$ cat src/rtl/lsu_pkg.sv
// lsu_pkg: shared definitions for the load/store unit.
//   - FSM state encoding (IDLE/REQ/WAIT_R/DONE)
//   - funct3 codes for loads and stores
//   - LSU_ERR_DATA: load result returned on a bus timeout
//   - lsu_misaligned(): access-size alignment check
package lsu_pkg;

    localparam logic [1:0] S_IDLE   = 2'd0;
    localparam logic [1:0] S_REQ    = 2'd1;
    localparam logic [1:0] S_WAIT_R = 2'd2;
    localparam logic [1:0] S_DONE   = 2'd3;

    localparam logic [2:0] F3_LB  = 3'b000;
    localparam logic [2:0] F3_LH  = 3'b001;
    localparam logic [2:0] F3_LW  = 3'b010;
    localparam logic [2:0] F3_LBU = 3'b100;
    localparam logic [2:0] F3_LHU = 3'b101;
    localparam logic [2:0] F3_SB  = 3'b000;
    localparam logic [2:0] F3_SH  = 3'b001;
    localparam logic [2:0] F3_SW  = 3'b010;

    localparam logic [31:0] LSU_ERR_DATA = 32'hdeadbeaf;

    // funct3[1:0] carries the access size; 11 is treated as a word.
    function automatic logic lsu_misaligned(input logic [2:0] f3, input logic [1:0] a);
        case (f3[1:0])
            2'b00:   return 1'b0;
            2'b01:   return a[0];
            default: return |a;
        endcase
    endfunction

endpackage

$ cat src/rtl/lsu_align.sv
// lsu_align: combinational byte-lane steering for the LSU.
//   Store side: i_st_funct3/i_st_addr/i_st_wdata -> o_st_wstrb/o_st_wdata
//               (data replicated across lanes, strobes select the bytes).
//   Load side:  i_ld_funct3/i_ld_addr/i_ld_rdata -> o_ld_data
//               (byte/half selected by address, sign or zero extended).
module lsu_align
    import lsu_pkg::*;
(
    input  logic [2:0]  i_st_funct3,
    input  logic [1:0]  i_st_addr,
    input  logic [31:0] i_st_wdata,
    output logic [3:0]  o_st_wstrb,
    output logic [31:0] o_st_wdata,
    input  logic [2:0]  i_ld_funct3,
    input  logic [1:0]  i_ld_addr,
    input  logic [31:0] i_ld_rdata,
    output logic [31:0] o_ld_data
);

    logic [7:0]  w_byte;
    logic [15:0] w_half;

    always_comb begin
        o_st_wstrb = 4'b1111;
        o_st_wdata = i_st_wdata;
        case (i_st_funct3[1:0])
            2'b00: begin
                o_st_wstrb = 4'b0001 << i_st_addr;
                o_st_wdata = {4{i_st_wdata[7:0]}};
            end
            2'b01: begin
                o_st_wstrb = 4'b0011 << i_st_addr;
                o_st_wdata = {2{i_st_wdata[15:0]}};
            end
            default: ;
        endcase
    end

    assign w_byte = i_ld_rdata[{i_ld_addr, 3'b000} +: 8];
    assign w_half = i_ld_rdata[{i_ld_addr[1], 4'b0000} +: 16];

    always_comb begin
        case (i_ld_funct3)
            F3_LB:   o_ld_data = {{24{w_byte[7]}}, w_byte};
            F3_LH:   o_ld_data = {{16{w_half[15]}}, w_half};
            F3_LBU:  o_ld_data = {24'd0, w_byte};
            F3_LHU:  o_ld_data = {16'd0, w_half};
            default: o_ld_data = i_ld_rdata;
        endcase
    end

endmodule

$ cat src/rtl/lsu_ctrl.sv
// lsu_ctrl: multi-cycle load/store unit between the core and a valid/ready
// data bus.
//   Core side: req_ren/req_wen/req_funct3/req_addr/req_wdata in;
//              stall, done, ld_data, misalign, err out.
//   Bus side:  bus_valid/bus_we/bus_addr/bus_wdata/bus_wstrb out, bus_ready in;
//              bus_rvalid/bus_rdata in.
//   Optional macro LSU_TIMEOUT_EN: abort an access after TIMEOUT cycles in
//   REQ/WAIT_R with err=1 and ld_data=LSU_ERR_DATA.
module lsu_ctrl
    import lsu_pkg::*;
#(
    parameter int ADDR_W  = 32,
    parameter int DATA_W  = 32,
    parameter int TIMEOUT = 255
) (
    input  logic              clk,
    input  logic              rst,
    input  logic              req_ren,
    input  logic              req_wen,
    input  logic [2:0]        req_funct3,
    input  logic [ADDR_W-1:0] req_addr,
    input  logic [DATA_W-1:0] req_wdata,
    output logic              stall,
    output logic              done,
    output logic [DATA_W-1:0] ld_data,
    output logic              misalign,
    output logic              err,
    output logic              bus_valid,
    input  logic              bus_ready,
    output logic              bus_we,
    output logic [ADDR_W-1:0] bus_addr,
    output logic [DATA_W-1:0] bus_wdata,
    output logic [3:0]        bus_wstrb,
    input  logic              bus_rvalid,
    input  logic [DATA_W-1:0] bus_rdata
);

    logic [1:0]        r_state;
    logic [2:0]        r_funct3;
    logic [1:0]        r_addr_lo;
    logic              r_misalign;
    logic [DATA_W-1:0] r_ld_data;
    logic [ADDR_W-1:0] r_bus_addr;
    logic              r_bus_we;
    logic [DATA_W-1:0] r_bus_wdata;
    logic [3:0]        r_bus_wstrb;

    logic              w_req;
    logic              w_mis;
    logic              w_tmo;
    logic [3:0]        w_st_wstrb;
    logic [DATA_W-1:0] w_st_wdata;
    logic [DATA_W-1:0] w_ld_ext;

    assign w_req = req_ren | req_wen;
    assign w_mis = lsu_misaligned(req_funct3, req_addr[1:0]);

    // Store lanes come from the live request (registered at accept);
    // load extension uses the latched funct3/offset.
    lsu_align u_align (
        .i_st_funct3 (req_funct3),
        .i_st_addr   (req_addr[1:0]),
        .i_st_wdata  (req_wdata),
        .o_st_wstrb  (w_st_wstrb),
        .o_st_wdata  (w_st_wdata),
        .i_ld_funct3 (r_funct3),
        .i_ld_addr   (r_addr_lo),
        .i_ld_rdata  (bus_rdata),
        .o_ld_data   (w_ld_ext)
    );

    always_ff @(posedge clk or posedge rst) begin
        if (rst) begin
            r_state     <= S_IDLE;
            r_funct3    <= '0;
            r_addr_lo   <= '0;
            r_misalign  <= 1'b0;
            r_ld_data   <= '0;
            r_bus_addr  <= '0;
            r_bus_we    <= 1'b0;
            r_bus_wdata <= '0;
            r_bus_wstrb <= '0;
        end else begin
            case (r_state)
                S_IDLE: if (w_req) begin
                    r_funct3    <= req_funct3;
                    r_addr_lo   <= req_addr[1:0];
                    r_misalign  <= w_mis;
                    r_ld_data   <= '0;
                    r_bus_addr  <= {req_addr[ADDR_W-1:2], 2'b00};
                    r_bus_we    <= req_wen;
                    r_bus_wdata <= w_st_wdata;
                    r_bus_wstrb <= w_st_wstrb;
                    r_state     <= w_mis ? S_DONE : S_REQ;
                end
                S_REQ: begin
                    if (bus_ready) begin
                        r_state <= r_bus_we ? S_DONE : S_WAIT_R;
                    end else if (w_tmo) begin
                        r_ld_data <= LSU_ERR_DATA;
                        r_state   <= S_DONE;
                    end
                end
                S_WAIT_R: begin
                    if (bus_rvalid) begin
                        r_ld_data <= w_ld_ext;
                        r_state   <= S_DONE;
                    end else if (w_tmo) begin
                        r_ld_data <= LSU_ERR_DATA;
                        r_state   <= S_DONE;
                    end
                end
                default: r_state <= S_IDLE;   // DONE: one commit cycle
            endcase
        end
    end

`ifdef LSU_TIMEOUT_EN
    localparam logic [7:0] TMO_LAST = 8'(TIMEOUT - 1);

    logic [7:0] r_tmo_cnt;
    logic       r_err;

    // A handshake in the final cycle still wins over the abort.
    assign w_tmo = (r_tmo_cnt == TMO_LAST) &&
                   ((r_state == S_REQ    && !bus_ready) ||
                    (r_state == S_WAIT_R && !bus_rvalid));

    always_ff @(posedge clk or posedge rst) begin
        if (rst) begin
            r_tmo_cnt <= '0;
            r_err     <= 1'b0;
        end else begin
            // REQ is only entered from IDLE, so clearing in IDLE clears on entry.
            if (r_state == S_IDLE)
                r_tmo_cnt <= '0;
            else if (r_state == S_REQ || r_state == S_WAIT_R)
                r_tmo_cnt <= r_tmo_cnt + 8'd1;
            if (r_state == S_IDLE && w_req)
                r_err <= 1'b0;
            else if (w_tmo)
                r_err <= 1'b1;
        end
    end

    assign err = (r_state == S_DONE) && r_err;
`else
    assign w_tmo = 1'b0;
    assign err   = 1'b0;
`endif

    assign stall     = (r_state == S_IDLE && w_req) || r_state == S_REQ || r_state == S_WAIT_R;
    assign done      = (r_state == S_DONE);
    assign misalign  = (r_state == S_DONE) && r_misalign;
    assign ld_data   = r_ld_data;
    assign bus_valid = (r_state == S_REQ);
    assign bus_we    = r_bus_we;
    assign bus_addr  = r_bus_addr;
    assign bus_wdata = r_bus_wdata;
    assign bus_wstrb = r_bus_wstrb;

endmodule
$ cat config.mk
export PLATFORM = sky130hd
export DESIGN_NAME = lsu_ctrl
export DESIGN_NICKNAME = d
export VERILOG_FILES = /design/src/rtl/lsu_pkg.sv /design/src/rtl/lsu_align.sv /design/src/rtl/lsu_ctrl.sv
export SDC_FILE = /design/constraint.sdc
export NUM_CORES = 1
export LEC_CHECK = 0
export BUFFER_PORTS_ARGS = -buffer_cell sky130_fd_sc_hd__buf_2
export CAP_MARGIN = 30
export CORE_ASPECT_RATIO = 0.7
export CORE_MARGIN = 4
export CORE_UTILIZATION = 43
export CTS_CLUSTER_DIAMETER = 200
export DETAILED_ROUTE_END_ITERATION = 10
export HOLD_SLACK_MARGIN = 0.12
export PLACE_DENSITY = 0.84
export SLEW_MARGIN = 20
export SYNTH_ARGS = -nofsm -noshare
export SYNTH_HDL_FRONTEND = slang
export SYNTH_SLANG_ARGS = --single-unit
$ cat constraint.sdc
create_clock -name clk -period 3.84 [get_ports clk]
set_input_delay 1.152 -clock clk [delete_from_list [all_inputs] [get_ports clk]]
set_output_delay 1.152 -clock clk [all_outputs]
set_load 0.03 [all_outputs]
=== After elaboration in Yosys (flattened, before gate mapping) ===
Cells that the tools add are included.

* Register bits after elaboration: 107
* Bits of input ports: 105
* Output and inout bits: 106
* Word-level logic and storage cells: 49

* Eq/ne operators: 10
* Shifts and indexed selects: 4
* Muxes and demuxes: 13
* Bitwise operators: 1
* Reduce and logical (&&, ||, !) cells: 12

{| class="wikitable"
|+ Operators by type and width
! kind !! count
|-
| $pmux 32 s2 || 2
|-
| $pmux 32 s4 || 1
|-
| $mux 32 || 2
|-
| $shiftx 32x6->16 || 1
|-
| $shiftx 32x6->8 || 1
|-
| $mux 2 || 4
|-
| $pmux 4 s2 || 1
|-
| $eq 3x3->1 const B || 2
|-
| $pmux 2 s3 || 1
|-
| $reduce_and 3->1 || 2
|-
| $eq 2x1->1 const B || 2
|-
| $eq 2x2->1 const B || 2
|-
| $logic_not 2->1 || 2
|-
| $ne 2x2->1 const B || 2
|-
| $shl 1x2->4 const A || 1
|-
| $shl 2x2->4 const A || 1
|-
| $eq 3x1->1 const B || 1
|-
| $logic_not 3->1 || 1
|-
| $logic_and 1x1->1 || 2
|-
| $logic_or 1x1->1 || 2
|-
| $ne 2x1->1 const B || 1
|-
| $pmux 1 s2 || 1
|-
| $reduce_and 2->1 || 1
|-
| $reduce_bool 2->1 || 1
|-
| 3 further kinds || 3
|}

=== Logic depth before layout (Yosys ltp) ===
* Depth in word-level cells: 5
* Depth in mapped cells: 9
* Gate-level depth less buffers: 6

=== By module ===
A second synthesis with hierarchy kept.

* Cell total of the unflattened synthesis: 445
* Area, all modules: 5430.2 um^2

{| class="wikitable"
|+ By module, submodules not included
! module !! times used !! cells each !! area an instance (um^2) !! seq. area each (um^2)
|-
| lsu_ctrl || 1 || 261 || 4103.9 || 2677.6
|-
| lsu_align || 1 || 184 || 1326.3 || 0.0
|}

=== Worst setup path after synthesis ===
OpenSTA, ideal clock, no wires.

* Kind: input port to output port
* Start point: input port req_wen
* End point: output port stall
* Data arrival time: 2.266 ns
* Path slack: 0.422 ns
* Stages: 4
* Buffers on the path: 2
* Cells stage by stage: o21ai_0 > clkbuf_1 > clkbuf_1 > nand2_1

* Cells in the longest elaborated chain, start to end: 4

{| class="wikitable"
|+ Ends and longest elaborated chain
! element !! RTL line !! RTL
|-
| from (decl) || lsu_ctrl.sv:19 || <nowiki>input logic req_wen,</nowiki>
|-
| $or 1x1->1 || lsu_ctrl.sv:55 || <nowiki>assign w_req = req_ren | req_wen;</nowiki>
|-
| $logic_and 1x1->1 || lsu_ctrl.sv:152 || <nowiki>assign stall = (r_state == S_IDLE && w_req) || r_state == S_REQ || r_state == S_WAIT_R;</nowiki>
|-
| $logic_or 1x1->1 (2 in a row) || lsu_ctrl.sv:152 ||
|-
| to (decl) || lsu_ctrl.sv:23 || <nowiki>output logic stall,</nowiki>
|}

Every way passes these cells.

=== Worst setup path in the final report ===
Same ends and word-level chain as after synthesis.

==> results.md <==
- Outcome: complete, no violations
- # hold bufs at CTS: 0
- Hpwl dp: between 9000 and 10000 um
- Placed Instance Area: 6080 um2
- CTS Sinks: between 100 and 150
- Rows: 32
- Leakage: 3.22 nW
- Mapped Cells: 426
- Die H: roughly 100 um
- Area leader, netlist: dfrtp_1
- Final setup fails: 0
- Nets: about 730
- Post-synth EDFFs: 0
- Synth top area share: a little over half
- Most frequent cell after synthesis: dfrtp_1
- Final Cell Area: 6410 um2
- IO Pins: 211
- Layout cells sized above 1: about 45%
- Initial Utilization: 44.4%
- Reg clk slew, reported paths: ~70 ps
- Overflow after GRT: 0
- Root Buffer: clkbuf_16
- Die area: 13300 um2
- Required @ worst endpoint: about 2700 ps
- Initial antenna violation count: 0
- All-Layer GR Usage: a little under 20%
- Pwr per Cell Area: roughly 940 nW/um2
- Fin Clk Skew: between 10 and 15 ps
- First-pass GRT wire length: approximately 21000 um
- Drt pass-1 iters: 5
- Ys async rst share: 100%
- Htree depth: 3
- Total routed wirelength: about 13000 um
- Clk_lat worst skew: 340 ps
- Setup ws final: ~1000 ps
- Ant. Diodes: 0
- Initial detailed-routing violation count: about 160
- Die W: roughly 140 um
- CP arrival: ~1700 ps
- Period utilisation layout: about three quarters
- CORE AREA: ~11000 um2
- VDD IR max: ~480 uV
- Min cycle time layout: 2810 ps
- Post-synth top cells: dfrtp_1, mux2_2, o21ai_0
- Post-CTS setup buffer count: 0
- Inserted Clock Buffers: 9
- Prevailing post-synth register cell: dfrtp_1
- GPL Wtd Cong: roughly 0.90
- CTS max path bufs: 2
- Max Clk Rate: around 360 MHz
- Final hold vios: 0
- Slew HR: ~42%
- Hold crit path type: flip-flop to flip-flop
- Slew Limit Fails: 0
- Maxcap violations: 0
- Cell Area, Synth: 4950 um2
- Crit path kind: input pin to output port
- Area growth, synth to finish: 29.5%
- Vias: slightly above 4000
- Largest net degree at the start of global routing: about 110
- Remaining DRCs: 0
- CP Capture Type: output port
- Pre-CTS setup slack: between 1000 and 1500 ps
- Ys Warns: 0
- Register area share after synthesis: 54.1%
- Area contributors post-synth: dfrtp_1, mux2_2, mux2i_1
- Number of library cell types mapped by synthesis: 36
- Measured slew at the worst slew-check pin: between 800 and 900 ps
- Port Buf Inserts: 207
- Crit Path Max Fanout: 3
- WL per Instance: between 15 and 20 um
- Post-route ant nets: 0
- Number of synthesized register bits: approximately 110
- Number of global-route vias before repair: between 4000 and 5000
- Setup crit start kind: input pin
- CTS tree: done
- TNS Setup: 0 ps
- Syn Area/Cell: approximately 12 um2
- PostCTS Resize Cnt: 0
- RSZ-0062 raised after global routing: false
- Via/cell ratio: around 5.3
-- cells by family (layout without fill, tap and decap cells) --
family,count (synthesis),in the layout,synth area share (%)
compound gates,109,109,15.7
fa+ha+maj,4,4,1.01
buf+inv,40,236,3.87
flops,107,107,54.1
mux,74,74,16.4
other cells,1,3,0.0758
simple gates,91,91,8.80
-- power breakdown --
part	switching [mW]	internal (mW)	total, mW
clock	0.425	0.452	0.878
combinational	2.03	1.09	3.12
sequential	0.345	1.65	2.00
total	2.80	3.19	5.99
-- registers in the layout, indices dropped and copies added (netlist names) --
register	cells
bus_wstrb	4
bus_addr	30
ld_data	32
r_funct3	3
r_state	2
r_misalign	1
bus_wdata	32
r_addr_lo	2
bus_we	1
-- per-stage QoR --
| step | total power, mW | util [%] | hold slack [ps] | instances |
|---|---|---|---|---|
| final | 5.99 | 57.6 | 478 | 777 |
| after floorplan | 4.19 | - | 441 | 428 |
| after detailed placement | 5.10 | 54.6 | 467 | 759 |
| after CTS | 6.00 | 57.2 | 484 | 775 |
| after global placement | 4.99 | 54.6 | 457 | 759 |
| after global routing | 6.36 | 57.6 | 499 | 777 |
-- metal layers --
metal | GRT usage (%) | up-vias | wire, um
li1 | - | 1925 | -
met1 | 27.8 | 1996 | 5870
met2 | 30.7 | 186 | 6250
met3 | 4.69 | 24 | 1080
met4 | 5.11 | 0 | 223
met5 | 0 | - | 0
-- cells in the final DEF, fill, tap and decap left out, types with 2 or more instances in the layout --
cell	n
buf_2	207
dfrtp_1	107
mux2_2	46
o21ai_0	38
nand2_1	34
nor2_1	28
mux2i_1	27
a221o_1	16
a21oi_1	12
nand2b_1	10
clkbuf_16	9
a211oi_1	8
nor2b_1	8
o2bb2ai_1	8
a32o_1	8
a211o_1	7
o221ai_1	7
inv_1	5
ha_1	4
inv_6	4
buf_4	4
conb_1	3
nand3b_1	2
nor3b_1	2
clkinv_2	2
-- critical path, stage by stage --
cell and delay (ps):
buf_2 130, o21ai_4 150, nand2_1 50, buf_2 180
-- final timing paths --
kind / depth (start not counted) / to / slack, ps / from
max: 4 / stall / 1030 / req_wen
min: 2 / r_misalign / 480 / r_misalign
max reg2reg: 7 / ld_data[18] / 1550 / r_state[1]
min reg2reg: 2 / r_misalign / 480 / r_misalign
max in group asynchronous: 3 / ld_data[6] / 2420 / rst
min in group asynchronous: 3 / bus_addr[31] / 960 / rst
-- layout make-up --
type                            count  area, um2
Clock inverter                      7       56.3
Timing Repair Buffer              214       1130
Fill cell                         965       4720
Multi-Input combinational cell    281       2100
Sequential cell                   107       2680
Clock buffer                        9        225
Tap cell                          153        191
Inverter                            6       26.3
(Power assumes the default switching activity.)
